[src/rtl/ntt_layer_sched.sv]
// Butterfly scheduler for a full NTT / InvNTT pass over one polynomial.
// Issues one butterfly per cycle, layer by layer, with the read pair {j, j+L}
// and zeta address. Each pair is queued in a small FIFO until the BFU returns
// its result. Between layers the pipeline is drained so that a layer never
// reads a word that the previous layer has not yet written back.
module ntt_layer_sched #(
  parameter int ADDR_W     = 7,
  parameter int BFU_LAT    = 4,
  parameter int FIFO_DEPTH = 8
) (
  input  logic              clk_i,
  input  logic              rst_i,
  input  logic              start_i,
  input  logic              abort_i,
  input  logic              selKD_i,
  input  logic              selNTT_i,
  output logic              busy_o,
  output logic              done_o,
  output logic              err_o,
  output logic              rd_en_o,
  output logic [ADDR_W-1:0] rd_addrA_o,
  output logic [ADDR_W-1:0] rd_addrB_o,
  input  logic [31:0]       rd_dataA_i,
  input  logic [31:0]       rd_dataB_i,
  output logic              bfu_valid_o,
  output logic [31:0]       bfu_srcA_o,
  output logic [31:0]       bfu_srcB_o,
  output logic [15:0]       bfu_zeta_addr_o,
  output logic              bfu_selKD_o,
  output logic              bfu_selNTT_o,
  output logic              bfu_flush_o,
  input  logic              bfu_valid_i,
  input  logic [31:0]       bfu_resA_i,
  input  logic [31:0]       bfu_resB_i,
  output logic              wr_en_o,
  output logic [ADDR_W-1:0] wr_addrA_o,
  output logic [ADDR_W-1:0] wr_addrB_o,
  output logic [31:0]       wr_dataA_o,
  output logic [31:0]       wr_dataB_o
);

  localparam int HALF  = 1 << (ADDR_W - 1);
  localparam int PTR_W = (FIFO_DEPTH > 1) ? $clog2(FIFO_DEPTH) : 1;
  localparam int CNT_W = $clog2(FIFO_DEPTH + 1);
  // BFU latency only constrains the FIFO depth chosen by the integrator.
  localparam int unused_bfu_lat = BFU_LAT;

  typedef enum logic [1:0] {S_IDLE, S_ISSUE, S_DRAIN, S_DONE} state_t;

  state_t              state_q, state_d;
  logic [7:0]          layer_q, layer_d;
  logic [ADDR_W-1:0]   k_q, k_d;
  logic                selKD_q, selNTT_q;
  logic                err_q, flush_q, bfu_valid_q;
  logic [15:0]         zeta_q;

  logic [2*ADDR_W-1:0] fifo_mem [FIFO_DEPTH];
  logic [PTR_W-1:0]    wptr_q, rptr_q;
  logic [CNT_W-1:0]    cnt_q;

  logic                active, abort_act, start_acc;
  logic                fifo_full, fifo_empty, issue, pop;
  logic [7:0]          shamt;
  logic [ADDR_W-1:0]   len_w, group_w, addr_j, addr_jl;
  logic [2*ADDR_W-1:0] fifo_head;

  assign active     = (state_q != S_IDLE);
  assign abort_act  = abort_i & active;
  assign start_acc  = (state_q == S_IDLE) & start_i;
  assign fifo_full  = (cnt_q == CNT_W'(FIFO_DEPTH));
  assign fifo_empty = (cnt_q == '0);
  assign issue      = (state_q == S_ISSUE) & ~fifo_full & ~abort_i;
  assign pop        = bfu_valid_i & ~fifo_empty & ~abort_act;

  // Butterfly address generation: L = 2^shamt, j = group*2L + (k mod L).
  always_comb begin
    shamt   = selNTT_q ? (8'(ADDR_W - 1) - layer_q) : layer_q;
    len_w   = ADDR_W'(1) << shamt;
    group_w = k_q >> shamt;
    addr_j  = (group_w << (shamt + 8'd1)) | (k_q & (len_w - ADDR_W'(1)));
    addr_jl = addr_j + len_w;
  end

  // Next-state logic: issue a layer, drain it, advance or finish; abort wins.
  always_comb begin
    state_d = state_q;
    layer_d = layer_q;
    k_d     = k_q;
    case (state_q)
      S_IDLE: begin
        if (start_i) begin
          state_d = S_ISSUE;
          layer_d = '0;
          k_d     = '0;
        end
      end
      S_ISSUE: begin
        if (issue) begin
          k_d = k_q + ADDR_W'(1);
          if (k_q == ADDR_W'(HALF - 1)) state_d = S_DRAIN;
        end
      end
      S_DRAIN: begin
        if (fifo_empty || (pop && (cnt_q == CNT_W'(1)))) begin
          if (layer_q < 8'(ADDR_W - 1)) begin
            layer_d = layer_q + 8'd1;
            k_d     = '0;
            state_d = S_ISSUE;
          end else begin
            state_d = S_DONE;
          end
        end
      end
      S_DONE:  state_d = S_IDLE;
      default: state_d = S_IDLE;
    endcase
    if (abort_act) state_d = S_IDLE;
  end

  // FSM state, layer index and butterfly counter.
  always_ff @(posedge clk_i) begin
    if (rst_i) begin
      state_q <= S_IDLE;
      layer_q <= '0;
      k_q     <= '0;
    end else begin
      state_q <= state_d;
      layer_q <= layer_d;
      k_q     <= k_d;
    end
  end

  // Mode latch, sticky error, flush pulse and BFU-aligned valid/zeta.
  always_ff @(posedge clk_i) begin
    if (rst_i) begin
      selKD_q     <= 1'b0;
      selNTT_q    <= 1'b0;
      err_q       <= 1'b0;
      flush_q     <= 1'b0;
      bfu_valid_q <= 1'b0;
      zeta_q      <= '0;
    end else begin
      if (start_acc) begin
        selKD_q  <= selKD_i;
        selNTT_q <= selNTT_i;
      end
      if (start_acc)                      err_q <= 1'b0;
      else if (bfu_valid_i && fifo_empty) err_q <= 1'b1;
      flush_q     <= abort_act;
      bfu_valid_q <= issue;
      if (issue) zeta_q <= {layer_q, 8'(group_w)};
    end
  end

  // Write-back FIFO pointers and occupancy; abort empties it.
  always_ff @(posedge clk_i) begin
    if (rst_i || abort_act) begin
      wptr_q <= '0;
      rptr_q <= '0;
      cnt_q  <= '0;
    end else begin
      if (issue) wptr_q <= (wptr_q == PTR_W'(FIFO_DEPTH - 1)) ? '0 : wptr_q + PTR_W'(1);
      if (pop)   rptr_q <= (rptr_q == PTR_W'(FIFO_DEPTH - 1)) ? '0 : rptr_q + PTR_W'(1);
      if (issue && !pop)      cnt_q <= cnt_q + CNT_W'(1);
      else if (pop && !issue) cnt_q <= cnt_q - CNT_W'(1);
    end
  end

  // FIFO storage of in-flight write-back address pairs.
  always_ff @(posedge clk_i) begin
    if (issue) fifo_mem[wptr_q] <= {addr_j, addr_jl};
  end

  assign fifo_head = fifo_mem[rptr_q];

  assign busy_o          = active;
  assign done_o          = (state_q == S_DONE);
  assign err_o           = err_q;
  assign rd_en_o         = issue;
  assign rd_addrA_o      = issue ? addr_j  : '0;
  assign rd_addrB_o      = issue ? addr_jl : '0;
  assign bfu_valid_o     = bfu_valid_q;
  assign bfu_srcA_o      = rd_dataA_i;
  assign bfu_srcB_o      = rd_dataB_i;
  assign bfu_zeta_addr_o = zeta_q;
  assign bfu_selKD_o     = selKD_q;
  assign bfu_selNTT_o    = selNTT_q;
  assign bfu_flush_o     = flush_q;
  assign wr_en_o         = bfu_valid_i & active;
  assign wr_addrA_o      = fifo_empty ? '0 : fifo_head[2*ADDR_W-1:ADDR_W];
  assign wr_addrB_o      = fifo_empty ? '0 : fifo_head[ADDR_W-1:0];
  assign wr_dataA_o      = bfu_resA_i;
  assign wr_dataB_o      = bfu_resB_i;

endmodule

[config.mk]
export PLATFORM = sky130hd
export DESIGN_NAME = ntt_layer_sched
export DESIGN_NICKNAME = d
export VERILOG_FILES = /design/src/rtl/ntt_layer_sched.sv
export SDC_FILE = /design/constraint.sdc
export NUM_CORES = 1
export LEC_CHECK = 0
export BUFFER_PORTS_ARGS = -buffer_cell sky130_fd_sc_hd__buf_2
export CORE_UTILIZATION = 40
export DETAILED_ROUTE_END_ITERATION = 10
export PLACE_DENSITY = 0.75
export SYNTH_ARGS = -nofsm -noshare
export SYNTH_HDL_FRONTEND = slang
export SYNTH_SLANG_ARGS = --single-unit
export TNS_END_PERCENT = 20
[constraint.sdc]
create_clock -name clk_i -period 11.9 [get_ports clk_i]
set_input_delay 2.38 -clock clk_i [delete_from_list [all_inputs] [get_ports clk_i]]
set_output_delay 2.38 -clock clk_i [all_outputs]
set_load 0.05 [all_outputs]
==> summary.txt, run 1 <==
STA
  • Fin crit period: 8.45 ns
  • Max transition margin: ~32%
  • Final Hold Vio Count: 0
  • Final Cycle Share: 71.0%
  • Setup_tns: 0 ns
  • Setup Viol. Count Final: 0
  • Fin Clk Skew: 0.00971 ns
  • RSZ-0062 raised after global routing: no
  • Setup ws final: 3.45 ns
  • FMAX: between 100 and 150 MHz
  • Slew @ Worst Pin: 1.01 ns
  • Pins over their slew limit: 0

Hold path
  • Worst Hold Class: register to register
  • Hold path cells: 2

Outcome
  • Status: finished, final reports clean

Synthesis
  • Leading area contributor after synthesis: edfxtp_1
  • Dominant synthesized flop cell: edfxtp_1
  • Synthesized Nets: 908
  • Post-synth EDFFs: 112
  • Synth Warn #: 0
  • Avg Inst Size Synth: 11.5 sq um
  • Post-synthesis sequential area ratio: between 50% and 60%
  • Asr flop ratio synth: 0%
  • Cell Area, Synth: 0.00864 sq mm
  • Mapped Cells: roughly 750
  • Synth area leaders: edfxtp_1 (39%), dfxtp_1 (12%), buf_4 (11%)
  • Yosys cell types: 67
  • Share of the synthesized area in the top cell type: roughly 39%
  • #FFs+latches synth: between 150 and 200

Placed design
  • Post-DP HPWL: 12700 um
  • Dpl ws: approximately 4 ns
  • I/O Buffers: slightly below 60
  • Dpl cells: 930
  • GPL Wtd Cong: approximately 0.94

Clocking
  • Clk sinks: around 160
  • CTS buffer count: 17
  • Reg clk slew, reported paths: 0.06 ns
  • Hold Buf Count CTS: 0
  • Clk_lat worst skew: 0.43 ns
  • Resize count post-CTS: 0
  • CTS max path bufs: 2
  • Root Buffer Master: clkbuf_16
  • TritonCTS clock tree: done
  • Setup fix buffers added after clock tree synthesis: 0
  • Htree depth: 4

Power
  • Cell Pwr Density: 180 mW/mm^2
  • Sw Ratio: 35.2%
  • Int Power: 1.03 mW
  • Flop pwr share: 41.1%
  • Worst IR Drop VDD: 0.104 mV
  • Net Switching: roughly 0.56 mW
  • Clock Power Share: 32.8%
  • Comb power frac: 26.0%
  • Total Power: 1.59 mW
  • Lkg Pwr: 3.19 nW

Worst setup path
  • Critical path cell sequence: buf_4, ha_1, a21o_1, a21boi_0, a2111oi_4, nand2_4, or3_4, ha_1, xnor2_1, a22o_1, ha_1, a21o_1, a21oi_1, o21bai_1, a21oi_1, xnor2_1, or2_2, mux2i_1, buf_2
  • WS Path Type: register to primary output
  • Worst path max stage delay: approximately 0.61 ns
  • Worst r2r path cells: 17
  • R2r setup slk: 6.21 ns
  • Critical path depth: 19
  • WP data required: 9.52 ns
  • Most used cell, CP: ha_1
  • Worst path top cell family by delay: compound AO/OA/AOI/OAI gates
  • CP max-delay cell: dfxtp_1
  • Crit end category: primary output
  • WP buf/inv: 2
  • Arrival time worst endpoint: 6.07 ns
  • Startpoint types: register
  • CP max FO: 28

Die
  • I/O pins: 316
  • Die Footprint: 0.0222 sq mm
  • Placeable core region: 0.0211 sq mm
  • Die width: 149 um
  • Initial Utilization: 41.0%
  • Row cnt: 53
  • Chip Height: 149 um

GRT
  • Largest net degree at the start of global routing: 38
  • Initial antenna violation count: 0
  • GRT Residual Overflow: 0
  • First-pass GRT wire length: 29600 um
  • Vias in the first global route: 5316
  • Total track usage: between 10% and 20%

Drt
  • Routed wire length: 19100 um
  • Vias/cell: 5.55
  • DRT iter0 DRCs: between 300 and 400
  • Wirelength per Cell: 19.8 um
  • Total number of vias: 5338
  • Iteration count of the initial detailed-routing pass: 5
  • Drt drc: 0
  • Antenna viol nets, final: 0

Finish
  • Commonest non-fill, non-tap cell in the layout: edfxtp_1
  • Nets: 829
  • Fraction of layout cells with a size suffix above 1: 21.8%
  • # fillers: 2010
  • Number of diodes: 0
  • Area of the multi-input gates: between 0.003 and 0.004 sq mm
  • Area grow syn2layout: 2.43%
  • Storage element area: around 0.0044 sq mm
  • Non-Filler Instances: 962
  • Most frequent cells in the layout: edfxtp_1 (112), nor2_1 (59), buf_2 (58), nand2_1 (53), dfxtp_1 (49)
  • Post-layout util: about two fifths

Flow run
  • Max-cap viol count: 0
## area by class of cell
type,instances,area share [%]
multi-input combinational,412,35.7
clock inverter,15,1.64
inverter,13,0.551
tap,275,3.89
timing repair buffer,68,4.13
sequential,162,49.3
clock buffer,17,4.80
## synthesized netlist by cell type, drive strengths merged (5+ instances only)
cell    instances
o22ai           8
edfxtp        112
buf           147
mux2            5
clkbuf         19
nand2b          5
nor3           18
nand3          16
nand2          54
xnor2          12
and2           18
xor2           10
o21ai          11
nor2           60
dfxtp          50
ha             19
mux4           28
a21oi          36
nor2b           5
nand4           9
inv            13
mux2i          25
## logic make-up after synthesis
family / Yosys count / synth area share [%]
flip-flops: 162 / 50.5
multiplexers: 58 / 10.8
adder cells (fa/ha/maj): 20 / 2.98
XOR/XNOR: 22 / 2.23
other: 1 / 0.0434
AND/OR/NAND/NOR: 210 / 11.9
buffers and inverters: 179 / 13.6
AO/OA/AOI/OAI: 101 / 7.90
## tightest hold or removal path: cells and delay by family (launching register included)
kind             cells  cell delay, ns
flip-flops           1            0.31
AO/OA/AOI/OAI        1            0.05
AND/OR/NAND/NOR      1            0.05
## stage by stage
step	hold slack [ns]	area, sq um
2_1_floorplan	0.478	8640
3_3_place_gp	0.442	8280
3_5_place_dp	0.446	8280
4_1_cts	0.456	8850
5_1_grt	0.470	8850
6_report	0.450	8850
## registers in the layout, indices dropped and copies added (netlist names), named ones only
name,flops
bfu_flush_o,1
bfu_selKD_o,1
bfu_selNTT_o,1
bfu_valid_o,1
bfu_zeta_addr_o,15
cnt_q,4
err_o,1
fifo_mem,112
k_q,7
layer_q,8
rptr_q,3
state_q,2
wptr_q,3
## path summary, 6_finish.rpt
check                                                      from                         endpoint
worst min-delay path            bfu_zeta_addr_o[6]$_SDFFE_PP0P_  bfu_zeta_addr_o[6]$_SDFFE_PP0P_
worst max-delay path                    layer_q[0]$_SDFFE_PP0P_                    rd_addrB_o[6]
worst max register to register          layer_q[0]$_SDFFE_PP0P_         fifo_mem[5][6]$_DFFE_PP_
worst min register to register  bfu_zeta_addr_o[6]$_SDFFE_PP0P_  bfu_zeta_addr_o[6]$_SDFFE_PP0P_
## layer usage
metal | up-vias | track usage, % | wire, um
li1 | 2436 | - | -
met1 | 2591 | 21.6 | 7740
met2 | 238 | 28.0 | 8950
met3 | 71 | 5.99 | 1620
met4 | 2 | 9.44 | 729
met5 | - | 1.82 | 40
## power groups by stage
stage	clock network, mW	logic, mW	registers (mW)
global placement	0	0.416	0.669
finish	0.523	0.415	0.655
CTS	0.529	0.422	0.657
detailed placement	0	0.420	0.670
floorplan	0	0.453	0.648
global route	0.552	0.444	0.662
No activity file was read; power rests on OpenSTA's default activity.
==> run 2, diff against run 1 <==
--- a/config.mk
+++ b/config.mk
@@ -8,7 +8,7 @@
 export BUFFER_PORTS_ARGS = -buffer_cell sky130_fd_sc_hd__buf_2
 export CORE_UTILIZATION = 40
 export DETAILED_ROUTE_END_ITERATION = 10
-export PLACE_DENSITY = 0.75
+export PLACE_DENSITY = 0.77
 export SYNTH_ARGS = -nofsm -noshare
 export SYNTH_HDL_FRONTEND = slang
 export SYNTH_SLANG_ARGS = --single-unit
==> constraint.sdc (replaced) <==
create_clock -name clk_i -period 7.6 [get_ports clk_i]
set_input_delay 1.52 -clock clk_i [delete_from_list [all_inputs] [get_ports clk_i]]
set_output_delay 1.52 -clock clk_i [all_outputs]
set_load 0.05 [all_outputs]
==> summary.txt, run 2 (synthesis results as in run 1) <==
Outcome
  • Status: finished, final reports clean

Placed design
  • Post-DP HPWL: 12600 um (-1.0%)
  • I/O Buffers: 58 (unchanged)
  • GPL Wtd Cong: 0.889 (-5.8%)

Clocking
  • CTS max path bufs: 2 (unchanged)
  • Clk_lat worst skew: 0.43 ns (about the same)
  • TritonCTS clock tree: done
  • Clk sinks: 162 (unchanged)
  • Hold Buf Count CTS: 0 (unchanged)
  • Root Buffer Master: clkbuf_16
  • Htree depth: 4 (unchanged)
  • Reg clk slew, reported paths: 0.07 ns (about the same)
  • CTS buffer count: 17 (unchanged)

Finish
  • Most frequent cells in the layout: edfxtp_1 (112), nor2_1 (59), buf_2 (58), nand2_1 (53), dfxtp_1 (46)
  • Nets: 834 (+0.60%)
  • Reg with most FFs: fifo_mem
  • # fillers: 1929 (-4.0%)
  • Post-layout util: 42.4% (+0.40 points)
  • Fraction of layout cells with a size suffix above 1: 22.7% (+0.85 points)
  • Area grow syn2layout: 3.40%
  • Number of diodes: 0 (unchanged)
  • Max reg flops: 112 (unchanged)
  • Commonest non-fill, non-tap cell in the layout: edfxtp_1

Die
  • Placeable core region: 0.0211 sq mm (unchanged)
  • I/O pins: 316 (unchanged)
  • Die Footprint: 0.0222 sq mm (unchanged)
  • Initial Utilization: 41.0% (unchanged)
  • Chip Height: 149 um (unchanged)
  • Row cnt: 53 (unchanged)
  • Die width: 149 um (unchanged)

Worst setup path
  • CP max-delay cell: a2111oi_4
  • Worst path max stage delay: 0.55 ns (-0.06 ns)
  • WS Path Type: register to primary output
  • CP max FO: 38 (+36%)
  • Critical path depth: 18 (-1)
  • Critical path cell sequence: buf_4, nand3_2, a31o_1, a2111oi_4, nand2_4, or3_4, ha_1, xnor2_1, a22o_1, ha_1, a21o_1, a21oi_1, o21bai_1, a21oi_1, xnor2_1, or2_2, mux2i_1, buf_2
  • Crit end category: primary output
  • Startpoint types: register
  • Arrival time worst endpoint: 5.58 ns (-0.49 ns)
  • Worst r2r path cells: 16 (-1)
  • Worst path top cell family by delay: compound AO/OA/AOI/OAI gates
  • Worst R2R Start: layer_q[0]$_SDFFE_PP0P_
  • WP data required: 6.08 ns (-3.44 ns)
  • Critical path origin: layer_q[0]$_SDFFE_PP0P_
  • WP buf/inv: 2 (unchanged)

STA
  • Fin Clk Skew: 0.00885 ns (-0.000858 ns)
  • Slew @ Worst Pin: 1.03 ns (+0.0142 ns)
  • Setup_tns: 0 ns (unchanged)
  • Fin crit period: 7.10 ns
  • Pins over their slew limit: 0 (unchanged)
  • Final Hold Vio Count: 0 (unchanged)
  • FMAX: 141 MHz
  • Max transition margin: 31.4% (-1.0 points)
  • Final Cycle Share: 93.4%
  • RSZ-0062 raised after global routing: no
  • Setup Viol. Count Final: 0 (unchanged)

Drt
  • Routed wire length: 19100 um (+0.17%)
  • Total number of vias: 5433 (+1.8%)
  • Met3 wire length: 1640 um (+1.2%)
  • Drt drc: 0 (unchanged)
  • DRT iter0 DRCs: 458 (+23%)
  • Wirelength per Cell: 19.8 um (-0.35%)
  • Top layer in use: met4
  • Met1 wire length: 7740 um (about the same)
  • WL met2: 8920 um (-0.37%)
  • Iteration count of the initial detailed-routing pass: 5 (unchanged)
  • Vias/cell: 5.62 (+1.3%)
  • Antenna viol nets, final: 0 (unchanged)

Flow run
  • Max-cap viol count: 0 (unchanged)

Power
  • Lkg Pwr: 3.25 nW (+1.7%)
  • Worst IR Drop VDD: 0.211 mV (+100%)
  • Cell Pwr Density: 289 mW/mm^2 (+60%)

Hold path
  • Hold path cells: 2 (unchanged)
  • Worst Hold Class: register to register
  • Hold path startpoint: bfu_zeta_addr_o[4]$_SDFFE_PP0P_

GRT
  • Vias in the first global route: 5384 (+1.3%)
  • Largest net degree at the start of global routing: 39 (+2.6%)
  • Initial antenna violation count: 0 (unchanged)
  • GRT Residual Overflow: 0 (unchanged)
  • First-pass GRT wire length: 29900 um (+0.98%)
  • Total track usage: 18.0% (+0.14 points)
==> run 2: stage by stage <==
| step | hold slack, ns | instance area (sq um) | setup WS, ns | instances | power [mW] |
|---|---|---|---|---|---|
| floorplan | 0.478 | 8640 | 1.15 | 753 | 1.72 |
| global placement | 0.438 | 8310 | 0.937 | 935 | 1.70 |
| detailed placement | 0.444 | 8310 | 0.799 | 935 | 1.71 |
| CTS | 0.452 | 8930 | 0.299 | 967 | 2.61 |
| global route | 0.471 | 8940 | 0.0162 | 967 | 2.68 |
| finish | 0.451 | 8940 | 0.500 | 967 | 2.58 |
==> run 2: path summary, 6_finish.rpt <==
kind | slack, ns | end
setup / recovery | 0.50 | rd_addrB_o[6]
hold reg to reg | 0.45 | bfu_zeta_addr_o[4]$_SDFFE_PP0P_
setup reg to reg | 2.41 | fifo_mem[2][6]$_DFFE_PP_
hold / removal | 0.45 | bfu_zeta_addr_o[4]$_SDFFE_PP0P_
==> run 2: where the power goes <==
group	total [mW]	leakage, nW	switching (mW)	internal (mW)
Sequential	1.03	1.45	0.0558	0.971
Combinational	0.655	1.50	0.443	0.212
Clock	0.898	0.297	0.372	0.526
==> run 2: final cells by class <==
type / count / area [sq um] / area share (%)
Multi-Input combinational cell: 412 / 3150 / 35.2
Tap cell: 275 / 344 / 3.85
Clock inverter: 15 / 200 / 2.24
Timing Repair Buffer: 73 / 403 / 4.51
Clock buffer: 17 / 425 / 4.76
Sequential cell: 162 / 4370 / 48.9
Inverter: 13 / 48.8 / 0.546
==> run 2: per-layer routing <==
layer,up-vias,global-route usage [%]
li1,2454,-
met1,2627,22.0
met2,280,28.3
met3,72,5.47
met4,0,10.0
met5,-,0
==> run 2: what timing repair did <==
item | CTS | global route
setup buffers | 0 | 0
endpoints found under the setup margin | 0 | 1
resized for setup | 0 | 3
==> run 2: tightest hold or removal path, delay by kind of cell, from the launching register on <==
kind / cells / cell delay, ns
simple gates: 1 / 0.05
flops: 1 / 0.31
compound gates: 1 / 0.05
